===== config.mk =====
export PLATFORM = sky130hd
export DESIGN_NAME = stack_level_ctrl
export DESIGN_NICKNAME = d
export VERILOG_FILES = /design/src/rtl/stack_level_ctrl.sv
export SDC_FILE = /design/constraint.sdc
export NUM_CORES = 1
export LEC_CHECK = 0
export CAP_MARGIN = 0
export CORE_MARGIN = 2
export CORE_UTILIZATION = 30
export DETAILED_ROUTE_END_ITERATION = 16
export SLEW_MARGIN = 20
export SYNTH_ARGS = -nofsm -noshare
export SYNTH_HDL_FRONTEND = slang
export SYNTH_SLANG_ARGS = --single-unit
export TNS_END_PERCENT = 5

===== constraint.sdc =====
create_clock -name clk -period 4.2 [get_ports clk]
set_clock_uncertainty 0.05 [all_clocks]
set_input_delay 0.84 -clock clk [delete_from_list [all_inputs] [get_ports clk]]
set_output_delay 0.84 -clock clk [all_outputs]
set_load 0.005 [all_outputs]

===== src/rtl/stack_level_ctrl.sv =====
// stack_level_ctrl
//   Row sequencer for the stacker game. It enables the shifter of the live
//   row and waits for a stop press. After a settle delay it samples the frozen
//   block and either latches it into the stack or ends the game. It also
//   drives the reference pattern and speed of the live row, and scans the
//   stack onto the 8x8 LED matrix.
//
//   Optional build macro: STACK_BLINK_EN
//     Blinks the matrix in LOSE/WIN with a half-period of BLINK_DIV cycles.
//
// Ports
//   clk        in   system clock
//   resetN     in   asynchronous active-low reset
//   startSw    in   game enable; 0 aborts and clears the game
//   stopBtn    in   raw stop button, active-low, asynchronous
//   rowBlock   in   live row's block pattern from the shifter
//   rowNext    in   live row's accept flag from the shifter
//   rowEn      out  one-hot enable for the live row's shifter
//   levelPrev  out  reference pattern for the live row (stack of row below)
//   speedSel   out  shifter tick-rate select (row index, saturates at 7)
//   gameOver   out  high while in LOSE
//   gameWin    out  high while in WIN
//   ledRow     out  one-hot matrix row strobe
//   ledCol     out  column data for the strobed row
//
// state  | meaning
// IDLE   | game off, everything cleared
// ARM    | waiting for the stop button to be released before enabling the row
// PLAY   | live row shifting, waiting for a stop press
// SETTLE | counting down so the shifter can freeze before sampling
// CHECK  | judging the sampled block
// LOSE   | game over, hold until startSw drops
// WIN    | stack complete, hold until startSw drops

module stack_level_ctrl #(
  parameter int unsigned NUM_ROWS   = 8,
  parameter int unsigned SETTLE_CYC = 16,
  parameter int unsigned SCAN_DIV   = 1024,
  parameter int unsigned BLINK_DIV  = 2**22
) (
  input  logic                clk,
  input  logic                resetN,
  input  logic                startSw,
  input  logic                stopBtn,
  input  logic [7:0]          rowBlock,
  input  logic                rowNext,
  output logic [NUM_ROWS-1:0] rowEn,
  output logic [7:0]          levelPrev,
  output logic [2:0]          speedSel,
  output logic                gameOver,
  output logic                gameWin,
  output logic [7:0]          ledRow,
  output logic [7:0]          ledCol
);

  localparam int SETTLE_W = $clog2(SETTLE_CYC + 1);
  localparam int SCAN_W   = (SCAN_DIV > 1) ? $clog2(SCAN_DIV) : 1;
  localparam logic [SETTLE_W-1:0] SETTLE_LOAD = SETTLE_W'(SETTLE_CYC);
  localparam logic [SCAN_W-1:0]   SCAN_LOAD   = SCAN_W'(SCAN_DIV - 1);
  localparam logic [NUM_ROWS-1:0] ROW_ONE     = NUM_ROWS'(1);

  generate
    if (NUM_ROWS < 1 || NUM_ROWS > 8 || SETTLE_CYC < 1 || BLINK_DIV < 1) begin : g_bad_param
      $error("stack_level_ctrl: parameter out of range");
    end
  endgenerate

  typedef enum logic [2:0] {IDLE, ARM, PLAY, SETTLE, CHECK, LOSE, WIN} state_t;

  state_t              state;
  logic [2:0]          row;
  logic [7:0]          stack [NUM_ROWS];
  logic [SETTLE_W-1:0] settleCnt;
  logic [7:0]          sampBlock;
  logic                sampNext;

  // Button idles high, so the synchroniser resets released to avoid a false press.
  logic stopMeta, stopSync, stopLast, press;

  always_ff @(posedge clk or negedge resetN) begin
    if (!resetN) begin
      stopMeta <= 1'b1;
      stopSync <= 1'b1;
      stopLast <= 1'b1;
    end else begin
      stopMeta <= stopBtn;
      stopSync <= stopMeta;
      stopLast <= stopSync;
    end
  end

  assign press = stopLast & ~stopSync;

  always_ff @(posedge clk or negedge resetN) begin
    if (!resetN) begin
      state     <= IDLE;
      row       <= '0;
      rowEn     <= '0;
      speedSel  <= '0;
      gameOver  <= 1'b0;
      gameWin   <= 1'b0;
      settleCnt <= '0;
      sampBlock <= '0;
      sampNext  <= 1'b0;
      for (int i = 0; i < NUM_ROWS; i++) stack[i] <= '0;
    end else if (!startSw) begin
      state     <= IDLE;
      row       <= '0;
      rowEn     <= '0;
      speedSel  <= '0;
      gameOver  <= 1'b0;
      gameWin   <= 1'b0;
      settleCnt <= '0;
      for (int i = 0; i < NUM_ROWS; i++) stack[i] <= '0;
    end else begin
      case (state)
        IDLE: state <= ARM;
        ARM: begin
          if (stopSync) begin
            rowEn <= ROW_ONE << row;
            state <= PLAY;
          end
        end
        PLAY: begin
          if (press) begin
            settleCnt <= SETTLE_LOAD;
            state     <= SETTLE;
          end
        end
        SETTLE: begin
          if (settleCnt == '0) begin
            sampBlock <= rowBlock;
            sampNext  <= rowNext;
            state     <= CHECK;
          end else begin
            settleCnt <= settleCnt - 1'b1;
          end
        end
        CHECK: begin
          rowEn <= '0;
          if (!sampNext || sampBlock == 8'h00) begin
            gameOver <= 1'b1;
            state    <= LOSE;
          end else begin
            stack[row] <= sampBlock;
            if (32'(row) == NUM_ROWS - 1) begin
              gameWin <= 1'b1;
              state   <= WIN;
            end else begin
              row      <= row + 3'd1;
              speedSel <= (row == 3'd7) ? 3'd7 : row + 3'd1;
              state    <= ARM;
            end
          end
        end
        LOSE, WIN: rowEn <= '0;
        default: state <= IDLE;
      endcase
    end
  end

  always_comb begin
    levelPrev = '0;
    if (row != 3'd0) levelPrev = stack[row - 3'd1];
  end

  logic [SCAN_W-1:0] scanCnt;
  logic [2:0]        scanIdx;

  always_ff @(posedge clk or negedge resetN) begin
    if (!resetN) begin
      scanCnt <= SCAN_LOAD;
      scanIdx <= '0;
    end else if (scanCnt == '0) begin
      scanCnt <= SCAN_LOAD;
      scanIdx <= scanIdx + 3'd1;
    end else begin
      scanCnt <= scanCnt - 1'b1;
    end
  end

  assign ledRow = 8'h01 << scanIdx;

  logic [7:0] colData;

  // The live row shows the moving block; all other rows show the stack.
  always_comb begin
    colData = '0;
    if (scanIdx == row && (state == PLAY || state == SETTLE)) colData = rowBlock;
    else if (32'(scanIdx) < NUM_ROWS) colData = stack[scanIdx];
  end

`ifdef STACK_BLINK_EN
  localparam int BLINK_W = (BLINK_DIV > 1) ? $clog2(BLINK_DIV) : 1;
  localparam logic [BLINK_W-1:0] BLINK_LOAD = BLINK_W'(BLINK_DIV - 1);

  logic [BLINK_W-1:0] blinkCnt;
  logic               blinkPhase;
  logic               endState;

  assign endState = (state == LOSE) || (state == WIN);

  // Held at reload while playing so the blink always starts visible on entry.
  always_ff @(posedge clk or negedge resetN) begin
    if (!resetN) begin
      blinkCnt   <= BLINK_LOAD;
      blinkPhase <= 1'b0;
    end else if (!endState) begin
      blinkCnt   <= BLINK_LOAD;
      blinkPhase <= 1'b0;
    end else if (blinkCnt == '0) begin
      blinkCnt   <= BLINK_LOAD;
      blinkPhase <= ~blinkPhase;
    end else begin
      blinkCnt <= blinkCnt - 1'b1;
    end
  end

  assign ledCol = (endState && blinkPhase) ? 8'h00 : colData;
`else
  assign ledCol = colData;
`endif

endmodule


## Yosys cells after proc, flatten, opt, wreduce, memory -nomap -nowiden

Cells that the tools add are included.

- Equality and inequality tests: 20
- Muxes and demuxes: 40
- Shifts and indexed selects: 2
- Reduce and logical (&&, ||, !) cells: 20
- Bitwise operators: 5
- Add/subtract/negate cells: 5
- Order comparisons: 4

Operators by type and width:

| cell | count |
|---|---|
| 2-to-1 mux 64 bit | 3 |
| 2-to-1 mux 8 bit | 9 |
| bitwise mux 64 bit | 1 |
| binary-select mux 8 bit (select 3 bit) | 2 |
| 2-to-1 mux 3 bit | 10 |
| demux 8 bit (select 3 bit) | 1 |
| one-hot mux 3 bit (6 select lines) | 1 |
| one-hot mux 8 bit (2 select lines) | 1 |
| left shift 1 x 3 -> 8 bit (first input constant) | 2 |
| 2-to-1 mux 5 bit | 3 |
| == test 3 bit (second input constant) | 4 |
| >= comparator 4 bit (second input constant) | 3 |
| inequality test 3 bit (second input constant) | 4 |
| inverter 3 -> 4 bit | 3 |
| AND reduction 3 bit | 4 |
| logical NOT 10 bit | 1 |
| 2-to-1 mux 10 bit | 1 |
| one-hot mux 5 bit (2 select lines) | 1 |
| subtractor 10 x 1 -> 10 bit (second input constant) | 1 |
| logical NOT 8 bit | 1 |
| 2-to-1 mux 1 bit | 7 |
| adder 3 x 1 -> 3 bit (second input constant) | 2 |
| == test 3 x 2 -> 1 bit (second input constant) | 2 |
| inequality test 2 x 1 -> 1 bit (second input constant) | 3 |
| other kinds (20) | 26 |

- Output and inout bits: 37
- Register bits: 110
- Input port bits: 13
- Word-level logic and storage cells: 117

## Depth between registers and ports, before layout

- Word-level depth: 9
- Mapped depth: 9
- Depth with buffers taken out: 6

## Worst setup path before layout

Ideal clock, no wire load.

- Kind: reg2out
- From: register row[0]
- To: output levelPrev[6]
- Path buffers: 4
- Cell stages (with the launch flop): 10
- Data required time: 3.310 ns
- Slack: 0.747 ns
- Data arrival time: 2.563 ns
- Cells stage by stage: dfrtp_1 > buf_2 > buf_2 > inv_1 > ha_1 > clkbuf_1 > clkbuf_1 > mux4_2 > o21ai_0 > nand2_1

- Cells in the longest elaborated chain, start to end: 6
- Elaborated cells on any way between the ends: 7
- Those cells by class: add/sub: 1; mux: 4; bitwise: 1; reduce/logical: 1

RTL lines:

| what | line | source |
|---|---|---|
| from (decl) | 71 | `logic [2:0] row;` |
| from (signal assigned) | 150 | `row <= row + 3'd1;` |
| subtractor 3 x 1 -> 3 bit | 164 | `if (row != 3'd0) levelPrev = stack[row - 3'd1];` |
| inverter 3 -> 4 bit (implied by the code) | 164 |  |
| binary-select mux 8 bit (select 3 bit) | 164 |  |
| 2-to-1 mux 8 bit (implied by the code) (2 in series) | 164 |  |
| 2-to-1 mux 8 bit (*) | 164 |  |
| to (decl) | 48 | `output logic [7:0] levelPrev,` |

Mark *: on every way between the ends. The rest lies on a longest branch, timed or not. The select of a mux whose other input is x is not followed.

## Final worst setup path

- From: register row[1]
- To: output levelPrev[5]

The elaborated chain is that of the path after synthesis.

==> reports/metrics.csv <==
stage,metric,value,unit
logic_synthesis,Yosys Warn Count,0,
critical_path,sort of element at the start of the critical path,flip-flop,
clock_tree,Inserted Clock Buffers,9,
cells_and_area,Antenna Cells,0,
sta,worst rel slew slack,0.229,
sta,RSZ-0062 raised after global routing,no,
clock_tree,root buffer cell,sky130_fd_sc_hd__clkbuf_16,
logic_synthesis,cell types with the highest counts after synthesis,"sky130_fd_sc_hd__dfrtp_1, sky130_fd_sc_hd__nor2b_1, sky130_fd_sc_hd__mux2i_1",
cells_and_area,net count reported at finish,599,
logic_synthesis,count of different cell masters after synthesis,52,
floorplan,starting utilization of the core area,0.305,
job,count of maximum capacitance violations,0,
pwr,cell area power density,337,mW/mm2
sta,Max Fclk,266,MHz
route,vias per inst,5.02,
clock_tree,Resized cells post-CTS,0,
route,DRC violation total after the first TritonRoute iteration,324,
sta,Fin Hold WS,0.318,ns
logic_synthesis,average size of a mapped cell,12.0,um2
logic_synthesis,number of instances in the synthesized netlist,532,
sta,final total negative setup slack,0,ns
grt,global router's overall resource usage,0.148,
clock_tree,total number of clock tree sinks,110,
critical_path,maximum fanout encountered on the critical timing path,17,
logic_synthesis,cell type with the largest total area after synthesis,sky130_fd_sc_hd__dfrtp_1,
cells_and_area,final-layout fill cell count,2063,
logic_synthesis,cell area after synthesis,0.00640,mm2
clock_tree,cts-stage hold buffer count,0,
critical_path,Setup Crit Path Kind,reg2out,
floorplan,count of boundary I/O pins,50,
clock_tree,# H-tree levels,3,
grt,wire length of the first global-routing pass,25300,um
critical_path,worst path arrival time,2.87,ns
floorplan,horizontal die dimension,150,um
grt,pin count of the biggest net entering global routing,74,
clock_tree,clock tree from TritonCTS,yes,
place,count of buffers from port buffering,49,
logic_synthesis,most common cell in the synthesized netlist,sky130_fd_sc_hd__dfrtp_1,
clock_tree,"Clk pin slew, worst setup/hold paths",0.07,ns
min_path,Worst Hold Class,reg2reg,
grt,antenna violations before repair,0,
cells_and_area,share of layout cells above drive strength 1,0.181,
cells_and_area,Area Growth Syn to Fin,16.7,%
sta,final clock period utilization by the worst path,0.896,
floorplan,Die Height,150,um
outcome,outcome,"complete, no violations",
logic_synthesis,dominant register cell in the synthesized netlist,sky130_fd_sc_hd__dfrtp_1,
logic_synthesis,count of flip-flops with a built-in enable after synthesis,0,
logic_synthesis,post-synth top area share,0.379,
critical_path,CP Data Required Time,3.31,ns
route,DRC viols,0,
clock_tree,later-pin clock latency in the skew report,0.35,ns
route,post-route ant nets,0,
route,length of the first detailed-routing pass in iterations,4,
route,final WL,15900,um
logic_synthesis,most area-consuming cells after synthesis,"sky130_fd_sc_hd__dfrtp_1, sky130_fd_sc_hd__mux4_2, sky130_fd_sc_hd__mux2i_1",
logic_synthesis,number of flip-flops and latches in the synthesized netlist,110,
place,half-perimeter wire length after detailed placement,10400,um
floorplan,total number of placement rows,53,
clock_tree,clk buf depth,2,
grt,grt total ovfl,0,
grt,via count of the first global-routing pass,4449,
sta,transition time at the pin with the least slew margin,1.16,ns
pwr,leakage power,0.00282,uW
clock_tree,# Post-CTS Setup Buffers,0,
sta,setup violators final,0,
floorplan,total die area,0.0225,mm2
critical_path,sort of element at the end of the critical path,primary output,
logic_synthesis,share of the yosys chip area belonging to registers,0.433,
sta,time the worst path needs with I/O delays and setup,3.76,ns
place,placer's final routability congestion estimate,0.781,
pwr,highest ir drop seen on vdd,0.204,mV
route,routed via count,4264,
logic_synthesis,net count of the mapped netlist,560,
sta,final hold vios,0,
floorplan,area of the placeable core,0.0210,mm2
route,wire per inst,18.7,um
sta,count of pins over their slew limit,0,
logic_synthesis,share of flip-flops with an asynchronous set or reset,1.00,
-- kinds of logic (layout without fill, tap and decap cells) --
group	after synthesis	count (layout)	share of synthesized area
fa+ha+maj	15	15	0.0293
simple gates	164	164	0.142
xor+xnor	11	11	0.0151
compound gates	69	69	0.0985
mux	108	108	0.233
buf+inv	55	98	0.0493
flops	110	110	0.433
-- per-stage QoR --
| step | cells | utilization | power [uW] | instance area [um2] | setup slack (ns) |
|---|---|---|---|---|---|
| final | 850 | 0.357 | 2520 | 7470 | 0.437 |
| after global routing | 850 | 0.357 | 2610 | 7470 | 0.277 |
| after CTS | 849 | 0.356 | 2540 | 7460 | 0.433 |
| after detailed placement | 834 | 0.340 | 1570 | 7130 | 0.833 |
| after global placement | 834 | 0.340 | 1560 | 7130 | 0.869 |
| after floorplan | 532 | - | 1520 | 6400 | 0.747 |
-- flip-flops by register name, indices dropped and copies added, names as in the netlist, 3 cells and up --
register and cells:
stack 64, scanCnt 10, rowEn 8, sampBlock 8, settleCnt 5, row 3
scanIdx 3, state 3
-- metal layers --
| layer | GRT usage | wire length [um] |
|---|---|---|
| met4 | 0.0656 | 314 |
| met1 | 0.197 | 7050 |
| met3 | 0.0244 | 749 |
| met5 | 0 | 0 |
| met2 | 0.238 | 7810 |
-- worst paths after layout --
check	from	to	slack, ns	cells past startpoint
min in group asynchronous	resetN	settleCnt[1]	0.56	1
min	stopMeta	stopSync	0.32	0
max	row[1]	levelPrev[5]	0.44	6
max reg2reg	state[0]	stack[12]	1.17	4
max in group asynchronous	resetN	stack[45]	2.78	2
min reg2reg	stopMeta	stopSync	0.32	0
-- report_power, final --
| part | internal, uW | switching, uW |
|---|---|---|
| sequential | 1110 | 135 |
| clock | 581 | 387 |
| combinational | 124 | 188 |
-- worst max-delay path: stages, from the launching register on --
cell	delay, ns
sky130_fd_sc_hd__dfrtp_1	0.38
sky130_fd_sc_hd__inv_1	0.33
sky130_fd_sc_hd__ha_1	0.75
sky130_fd_sc_hd__mux4_2	0.41
sky130_fd_sc_hd__o21ai_0	0.09
sky130_fd_sc_hd__nand2_1	0.08
sky130_fd_sc_hd__clkdlybuf4s50_1	0.48
-- cell usage in the layout (no fill, tap or decap), types with 3 or more instances in the layout --
cell type / count
sky130_fd_sc_hd__a2111oi_4: 9
sky130_fd_sc_hd__a21boi_0: 3
sky130_fd_sc_hd__a21oi_1: 6
sky130_fd_sc_hd__a22o_1: 6
sky130_fd_sc_hd__a31oi_1: 9
sky130_fd_sc_hd__and2_1: 6
sky130_fd_sc_hd__buf_4: 18
sky130_fd_sc_hd__bufinv_16: 3
sky130_fd_sc_hd__clkbuf_16: 9
sky130_fd_sc_hd__clkdlybuf4s50_1: 47
sky130_fd_sc_hd__dfrtp_1: 97
sky130_fd_sc_hd__dfstp_2: 13
sky130_fd_sc_hd__ha_1: 15
sky130_fd_sc_hd__inv_1: 14
sky130_fd_sc_hd__mux2_2: 9
sky130_fd_sc_hd__mux2i_1: 66
sky130_fd_sc_hd__mux4_2: 32
sky130_fd_sc_hd__nand2_1: 39
sky130_fd_sc_hd__nand3_1: 6
sky130_fd_sc_hd__nand4_1: 3
sky130_fd_sc_hd__nor2_1: 17
sky130_fd_sc_hd__nor2b_1: 69
sky130_fd_sc_hd__o21ai_0: 24
sky130_fd_sc_hd__or3_1: 3
sky130_fd_sc_hd__or4_1: 3
sky130_fd_sc_hd__xnor2_1: 8
sky130_fd_sc_hd__xor2_1: 3
-- area by class of cell --
class / instances / area [um2] / area share
multi-input combinational: 367 / 3330 / 0.446
sequential: 110 / 2770 / 0.371
timing repair buffer: 68 / 642 / 0.0859
tap: 275 / 344 / 0.0461
clock buffer: 11 / 233 / 0.0312
clock inverter: 4 / 97.6 / 0.0131
inverter: 15 / 56.3 / 0.00754
Note: power is estimated with default switching activity, not from simulation.
